<file path="config.mk">
export PLATFORM = sky130hd
export DESIGN_NAME = spe_omem_port
export DESIGN_NICKNAME = d
export VERILOG_FILES = /design/src/rtl/spe_omem_pkg.sv /design/src/rtl/spe_omem_pkt_fmt.sv /design/src/rtl/spe_omem_port.sv
export SDC_FILE = /design/constraint.sdc
export NUM_CORES = 1
export LEC_CHECK = 0
export BUFFER_PORTS_ARGS = -buffer_cell sky130_fd_sc_hd__buf_2
export CAP_MARGIN = 20
export CORE_AREA = 2 2 81 83
export CTS_CLUSTER_SIZE = 40
export DETAILED_ROUTE_END_ITERATION = 16
export DIE_AREA = 0 0 83 85
export HOLD_SLACK_MARGIN = 0.06
export PLACE_DENSITY = 0.78
export REMOVE_ABC_BUFFERS = 1
export SETUP_SLACK_MARGIN = 0.5
export SYNTH_ARGS = -nofsm -noshare
export SYNTH_HDL_FRONTEND = slang
export SYNTH_HIERARCHICAL = 1
export SYNTH_SLANG_ARGS = --single-unit
</file>
<file path="constraint.sdc">
create_clock -name clk -period 2.4 [get_ports clk]
set_clock_uncertainty 0.1 [all_clocks]
set_input_delay 0.6 -clock clk [delete_from_list [all_inputs] [get_ports clk]]
set_output_delay 0.6 -clock clk [all_outputs]
set_load 0.01 [all_outputs]
</file>
<file path="src/rtl/spe_omem_pkg.sv">
// rtl/spe_omem_pkg.sv - packet layout, opcodes and FSM states shared by spe_omem_port
package spe_omem_pkg;
    localparam int PKT_W   = 33;
    localparam int DEST_HI = 32;
    localparam int DEST_LO = 29;
    localparam int OP_HI   = 28;
    localparam int OP_LO   = 25;
    localparam int DATA_HI = 24;
    localparam int DATA_LO = 0;

    typedef logic [PKT_W-1:0] pkt_t;

    localparam logic [3:0] OP_TIMESTEP_DONE = 4'd15;

    function automatic logic [3:0] store_opcode(input int spe_idx);
        return 4'(2 * spe_idx);
    endfunction

    function automatic logic [3:0] req_opcode(input int spe_idx);
        return 4'(2 * spe_idx + 1);
    endfunction

    typedef enum logic [2:0] {IDLE, SEND_RES, SEND_REQ, WAIT_RSP, TS_WAIT} state_t;
endpackage

</file>
<file path="src/rtl/spe_omem_pkt_fmt.sv">
// rtl/spe_omem_pkt_fmt.sv - combinational builder for store and previous-spike request packets
module spe_omem_pkt_fmt
    import spe_omem_pkg::*;
#(
    parameter int SPE_IDX   = 0,
    parameter int SPE_ADDR  = 2,
    parameter int OMEM_ADDR = 11
) (
    input  logic [12:0] res_potential,
    input  logic        res_spike,
    output pkt_t        store_pkt,
    output pkt_t        req_pkt
);
    always_comb begin
        store_pkt = '0;
        store_pkt[DEST_HI:DEST_LO] = 4'(OMEM_ADDR);
        store_pkt[OP_HI:OP_LO]     = store_opcode(SPE_IDX);
        store_pkt[DATA_HI:DATA_LO] = {11'b0, res_potential, res_spike};

        // The requester's address rides in the data field so memory knows where to reply.
        req_pkt = '0;
        req_pkt[DEST_HI:DEST_LO] = 4'(OMEM_ADDR);
        req_pkt[OP_HI:OP_LO]     = req_opcode(SPE_IDX);
        req_pkt[DATA_HI:DATA_LO] = {24'(SPE_ADDR), 1'b0};
    end
endmodule

</file>
<file path="src/rtl/spe_omem_port.sv">
// rtl/spe_omem_port.sv - SPE router port: result stores, spike lookups, timestep tracking
// Optional response timeout: define OMEM_RSP_TIMEOUT_EN.
module spe_omem_port
    import spe_omem_pkg::*;
#(
    parameter int SPE_IDX        = 0,
    parameter int SPE_ADDR       = 2,
    parameter int OMEM_ADDR      = 11,
    parameter int NUM_OUTPUTS    = 88,
    parameter int NUM_TS         = 2,
    parameter int TIMEOUT_CYCLES = 1024
) (
    input  logic        clk,
    input  logic        rst,
    input  logic        res_valid,
    output logic        res_ready,
    input  logic [12:0] res_potential,
    input  logic        res_spike,
    input  logic        prv_req_valid,
    output logic        prv_req_ready,
    output logic        prv_valid,
    output logic        prv_spike,
    output logic        tx_valid,
    input  logic        tx_ready,
    output logic [32:0] tx_data,
    input  logic        rx_valid,
    output logic        rx_ready,
    input  logic [32:0] rx_data,
    output logic        ts_done,
    output logic [1:0]  cur_ts,
    output logic        layer_done,
    output logic        err
);
    localparam int CW = $clog2(NUM_OUTPUTS + 1);

    state_t        state;
    logic [CW-1:0] res_cnt;
    pkt_t          store_pkt;
    pkt_t          req_pkt;
    logic          rx_mine;
    logic          rx_ts;
    logic          rx_rsp;
    logic          unused_rx_bits;

    spe_omem_pkt_fmt #(
        .SPE_IDX  (SPE_IDX),
        .SPE_ADDR (SPE_ADDR),
        .OMEM_ADDR(OMEM_ADDR)
    ) u_fmt (
        .res_potential(res_potential),
        .res_spike    (res_spike),
        .store_pkt    (store_pkt),
        .req_pkt      (req_pkt)
    );

    assign rx_ready       = 1'b1;
    assign rx_mine        = rx_valid && (rx_data[DEST_HI:DEST_LO] == 4'(SPE_ADDR));
    assign rx_ts          = rx_mine && (rx_data[OP_HI:OP_LO] == OP_TIMESTEP_DONE);
    assign rx_rsp         = rx_mine && (rx_data[OP_HI:OP_LO] != OP_TIMESTEP_DONE);
    assign unused_rx_bits = ^rx_data[DATA_HI:1];

    assign prv_req_ready = !rst && (state == IDLE) && !layer_done;
    assign res_ready     = !rst && (state == IDLE) && !prv_req_valid && !layer_done;

`ifdef OMEM_RSP_TIMEOUT_EN
    localparam int TW = $clog2(TIMEOUT_CYCLES + 1);
    logic [TW-1:0] wait_cnt;
`else
    localparam int unused_timeout = TIMEOUT_CYCLES;
`endif

    always_ff @(posedge clk or posedge rst) begin
        if (rst) begin
            state      <= IDLE;
            res_cnt    <= '0;
            tx_valid   <= 1'b0;
            tx_data    <= '0;
            prv_valid  <= 1'b0;
            prv_spike  <= 1'b0;
            ts_done    <= 1'b0;
            cur_ts     <= 2'd1;
            layer_done <= 1'b0;
            err        <= 1'b0;
`ifdef OMEM_RSP_TIMEOUT_EN
            wait_cnt   <= '0;
`endif
        end else begin
            prv_valid <= 1'b0;
            ts_done   <= 1'b0;

            case (state)
                IDLE: begin
                    if (prv_req_valid && !layer_done) begin
                        // First timestep has no history: answer locally with a zero spike.
                        if (cur_ts == 2'd1) begin
                            prv_spike <= 1'b0;
                            prv_valid <= 1'b1;
                        end else begin
                            tx_data  <= req_pkt;
                            tx_valid <= 1'b1;
                            state    <= SEND_REQ;
                        end
                    end else if (res_valid && !layer_done) begin
                        tx_data  <= store_pkt;
                        tx_valid <= 1'b1;
                        state    <= SEND_RES;
                    end
                end
                SEND_RES: begin
                    if (tx_ready) begin
                        tx_valid <= 1'b0;
                        res_cnt  <= res_cnt + CW'(1);
                        state    <= (res_cnt == CW'(NUM_OUTPUTS - 1)) ? TS_WAIT : IDLE;
                    end
                end
                SEND_REQ: begin
                    if (tx_ready) begin
                        tx_valid <= 1'b0;
                        state    <= WAIT_RSP;
`ifdef OMEM_RSP_TIMEOUT_EN
                        wait_cnt <= '0;
`endif
                    end
                end
`ifdef OMEM_RSP_TIMEOUT_EN
                WAIT_RSP: begin
                    if (!rx_rsp) begin
                        if (wait_cnt == TW'(TIMEOUT_CYCLES - 1)) begin
                            err       <= 1'b1;
                            prv_spike <= 1'b0;
                            prv_valid <= 1'b1;
                            state     <= IDLE;
                        end else begin
                            wait_cnt <= wait_cnt + TW'(1);
                        end
                    end
                end
`endif
                default: ;
            endcase

            if (rx_valid && !rx_mine) begin
                err <= 1'b1;
            end

            if (rx_rsp) begin
                if (state == WAIT_RSP) begin
                    prv_spike <= rx_data[0];
                    prv_valid <= 1'b1;
                    state     <= IDLE;
                end else begin
                    err <= 1'b1;
                end
            end

            if (rx_ts) begin
                if (res_cnt != CW'(NUM_OUTPUTS)) begin
                    err <= 1'b1;
                end else begin
                    ts_done <= 1'b1;
                    res_cnt <= '0;
                    if (cur_ts < 2'(NUM_TS)) begin
                        cur_ts <= cur_ts + 2'd1;
                        if (state == TS_WAIT) begin
                            state <= IDLE;
                        end
                    end else begin
                        layer_done <= 1'b1;
                    end
                end
            end
        end
    end
endmodule

</file>
# Yosys cells after proc, flatten, opt, wreduce, memory -nomap -nowiden
# Index checks and enable logic that the tools add are counted.
[op_classes]
bitwise = 2
n_lt_le_gt_ge = 1
muxes = 42
n_addsub = 2
n_eq_ne = 14
n_reduce_logical = 22
[op_table]
columns = ["op", "n"]
rows = [
  ["33-bit 2-to-1 mux", 3],
  ["3-bit 2-to-1 mux", 12],
  ["7-bit 2-to-1 mux", 4],
  ["1-bit 2-to-1 mux", 21],
  ["1-bit logical AND", 10],
  ["3-bit case mux with 3 select lines", 1],
  ["3-bit AND reduction", 3],
  ["7-bit by 1-bit adder with 7-bit output (second input constant)", 1],
  ["7-bit equality test (second input constant)", 1],
  ["7-bit inequality test (second input constant)", 1],
  ["3-bit by 2-bit equality test with 1-bit output (second input constant)", 2],
  ["4-bit by 2-bit equality test with 1-bit output (second input constant)", 1],
  ["4-bit equality test (second input constant)", 1],
  ["1-bit zero test", 4],
  ["4-bit inequality test (second input constant)", 1],
  ["4-bit AND reduction", 1],
  ["2-bit nonzero test", 2],
  ["3-bit by 1-bit equality test with 1-bit output (second input constant)", 1],
  ["3-bit equality test (second input constant)", 1],
  ["3-bit zero test", 1],
  ["3-bit by 1-bit inequality test with 1-bit output (second input constant)", 1],
  ["3-bit inequality test (second input constant)", 1],
  ["2-bit by 1-bit adder with 2-bit output (second input constant)", 1],
  ["2-bit by 1-bit equality test with 1-bit output (second input constant)", 1],
  ["6 further kinds", 7],
]
[totals]
wordCells = 93
inputBits = 53
ff_bits = 51

# Logic depth before layout (Yosys ltp)
[logic_depth]
depth_word = 11
depth_mapped = 8

# Modules after synthesis
# The synthesis kept the hierarchy.
[modules_own_cells]
columns = ["mod", "cells_per_inst", "instances", "area_per_inst_um2", "seq_area_each_um2"]
rows = [
  ["spe_omem_port", 242, 1, 2536.2, 1277.5],
  ["spe_omem_pkt_fmt", 68, 1, 503.0, 0.0],
]

# Least setup slack after synthesis
# No wires, ideal clock.
[synth_path]
kind = "register to output"
startpoint = "reg state[0]"
endpoint = "out res_ready"
arrival_ns = 1.065
stages_incl_launch_ff = 5
path_slack_ns = 0.635
path_cell_list = "dfrtp_1 buf_2 nor3_1 nand2b_1 nor3_1"
[synth_between]
elab_chain_cells = 4
[synth_lines]
columns = ["element", "line", "rtl"]
rows = [
  ["from (decl)", "spe_omem_port.sv:36", "state_t state;"],
  ["from (signal assigned)", "spe_omem_port.sv:113", "state <= (res_cnt == CW'(NUM_OUTPUTS - 1)) ? TS_WAIT : IDLE;"],
  ["3-bit zero test", "spe_omem_port.sv:63", "assign res_ready = !rst && (state == IDLE) && !prv_req_valid && !layer_done;"],
  ["1-bit logical AND (3 in series)", "spe_omem_port.sv:63", ""],
  ["to (decl)", "spe_omem_port.sv:16", "output logic res_ready,"],
]
# No other way between the ends.

# Worst setup path in the final report
[layout_path]
startpoint = "reg state[1]"
endpoint = "out res_ready"
# The elaborated chain is that of the path after synthesis.

==> flow_summary.ini <==
[detailed_routing]
routed_wl_um = 5180
postRouteAntennaNets = 0
drtIter0Drc = 43
avgViaCountPerCell = 4.53
routedWlPerCell_um = 11.7
drc = 0
dr.pass1.iters = 4
vias = 2004

[pwr]
comb_power_share = 0.356
power_leakage_nw = 1.76
p_clk_frac = 0.192
p_int_mw = 1.96
p_seq_frac = 0.452
swShare = 0.353
p_switching_mw = 1.07
power_density_mw_per_mm2 = 924
vdd_ir_drop_max_v = 0.000562

[setup_path]
ff2ff_path_depth = 6
worstSetupPathType = reg2out
cp.arrival_ns = 1.32
r2r_start = state[2]
worst-path-max-fanout = 2
endpoint_kind = primary output
cp-start-kind = register
required_ns = 1.70
ff2ff_setup_slack_ns = 0.54
reg2reg_to = tx_data[11]

[clock_network]
cts.sinks = 51
clk_latency_ns = 0.29
htreeDepth = 2
numCtsBuffers = 5
clock_path_buffers = 2
path_clk_slew_ns = 0.09
postCtsHoldBufs = 0
cts_tree = built
clockRootBuffer = clkbuf_8

[worst_hold_path]
holdCritPathClass = in2async

[timing]
relSlewSlack = 0.613
fin_crit_ns = 2.02
rsz0062_at_grt = yes
max_freq_mhz = 495
period_share = 0.842
setup_slack_ns = 0.378
setup_viol = 0
finalSetupTns_ns = 0
tightest_slew_ns = 0.578
hold_violations = 0
maxSlewViolCount = 0

[synth]
synth_top_area_cell = dfrtp_1
ys_async_sr_fraction = 1.00
synth_top_area_frac = 0.412
synth_edf_count = 0
synth-main-ff-cell = dfrtp_1
yosysWarningCount = 6
synth_cell_type_count = 40
ys_ff_latch = 51
synth_area_mm2 = 0.00304
yosysSeqAreaShare = 0.420
synth_area_per_cell_um2 = 9.80
postSynthCellCount = 310
yosys-top-cells-area = dfrtp_1, buf_4, mux2i_1
synth.most_common_cell = buf_4
synthTopCellsByCount = buf_4, dfrtp_1, nand2_1

[finish]
n_antenna_cell = 0
multi_input_area_mm2 = 0.00135
area_growth_pct = 8.23
fillCellCount = 590
drive_above_1_share = 0.266
seq_area_mm2 = 0.00128
nNetsFinal = 420

[placement]
dp_hpwl_um = 3800
port_buffers = 71
pre_cts_ws_ns = 0.305
gp_congestion = 0.858

[global_route]
track_usage = 0.157
grt_max_degree = 49
grt_pass1_wl_um = 8960
antenna_found_initial = 0
grt_pass1_vias = 1900
gr-total-overflow = 0

[floorplan]
rows = 29
start_util = 0.490
die_h_um = 85
fp.dieArea_mm2 = 0.00706
ios = 97
die_x_um = 83
core_area_mm2 = 0.00620

[flow_run]
drv_cap = 0

[run_status]
status = finished clean
how the worst max path moves through the flow:
stage                start   endpoint  slack [ns]  depth (start not counted)
2_1_floorplan    res_valid   tx_valid       -0.05                          2
3_3_place_gp   rx_data[29]   state[2]        0.34                          5
3_5_place_dp   rx_data[29]   state[2]        0.30                          5
4_1_cts           state[1]  res_ready        0.37                          4
5_1_grt           state[1]  res_ready        0.30                          4
6_report          state[1]  res_ready        0.38                          4
flip-flops by register name, indices dropped and copies added, names as in the netlist:
register    flops
tx_valid        1
prv_valid       1
ts_done         1
err             1
layer_done      1
cur_ts          2
res_cnt         7
tx_data        33
state           3
prv_spike       1
cell families (layout without fill, tap and decap cells):
group	Yosys count	after routing	synth area share
adder cells (fa/ha/maj)	3	3	0.0124
AO/OA/AOI/OAI	44	44	0.0803
flip-flops	51	51	0.420
buffers and inverters	86	91	0.206
other	3	53	0.00370
XOR/XNOR	8	8	0.0231
AND/OR/NAND/NOR	81	81	0.142
multiplexers	34	34	0.112
metrics by stage:
stage,total power [mW],cells,hold slack [ns],cell area (um2),util
after floorplan,1.99,278,0.352,2620,-
after global placement,2.39,431,0.335,3140,0.506
after detailed placement,2.45,431,0.359,3140,0.506
after CTS,3.07,442,0.231,3280,0.528
after global routing,3.29,442,0.253,3290,0.530
final,3.04,442,0.234,3290,0.530
routing by layer:
metal,track usage,wire length (um),up-vias
li1,-,-,1029
met1,0.189,2210,915
met2,0.274,2640,53
met3,0.0428,274,7
met4,0.0477,57,0
met5,0,0,-
what timing repair did:
item	4_1_cts	5_1_grt
pin swaps	1	2
setup buffers	3	0
gates resized for setup	4	2
gates cloned	0	0
endpoints found under the setup margin	2	25
critical path: stages (launching register included):
cell	delay, ns
dfrtp_2	0.43
nor3_4	0.21
nand2b_1	0.12
nor3_2	0.12
buf_2	0.15
power groups by stage:
stage	registers (mW)	logic [mW]	clock network, mW
2_1_floorplan	1.52	0.474	0
3_3_place_gp	1.39	0.995	0
3_5_place_dp	1.41	1.04	0
4_1_cts	1.37	1.10	0.607
5_1_grt	1.42	1.24	0.640
6_report	1.37	1.08	0.585
area by class of cell:
type | count | share of cell area
clock buffer | 7 | 0.0232
clock inverter | 1 | 0.00913
inverter | 4 | 0.00456
multi-input combinational | 223 | 0.410
sequential | 51 | 0.390
tap | 77 | 0.0293
timing repair buffer | 79 | 0.134
cell usage in the layout, fill, tap and decap left out, types with 2 or more instances in the layout:
master	instances
clkbuf_1	2
nand2_1	40
o21ai_0	5
clkbuf_8	5
buf_12	2
nand4_1	6
xnor2_1	2
xor2_1	6
dfrtp_2	3
o21ai_1	30
nand2b_1	2
and3_1	2
nor2_1	10
conb_1	53
dfrtp_1	47
mux2i_1	34
nor3_1	3
buf_4	6
buf_2	71
nand4b_1	2
inv_1	3
a21oi_1	3
ha_1	3
a21o_1	2
No activity file was read; power rests on OpenSTA's default activity.
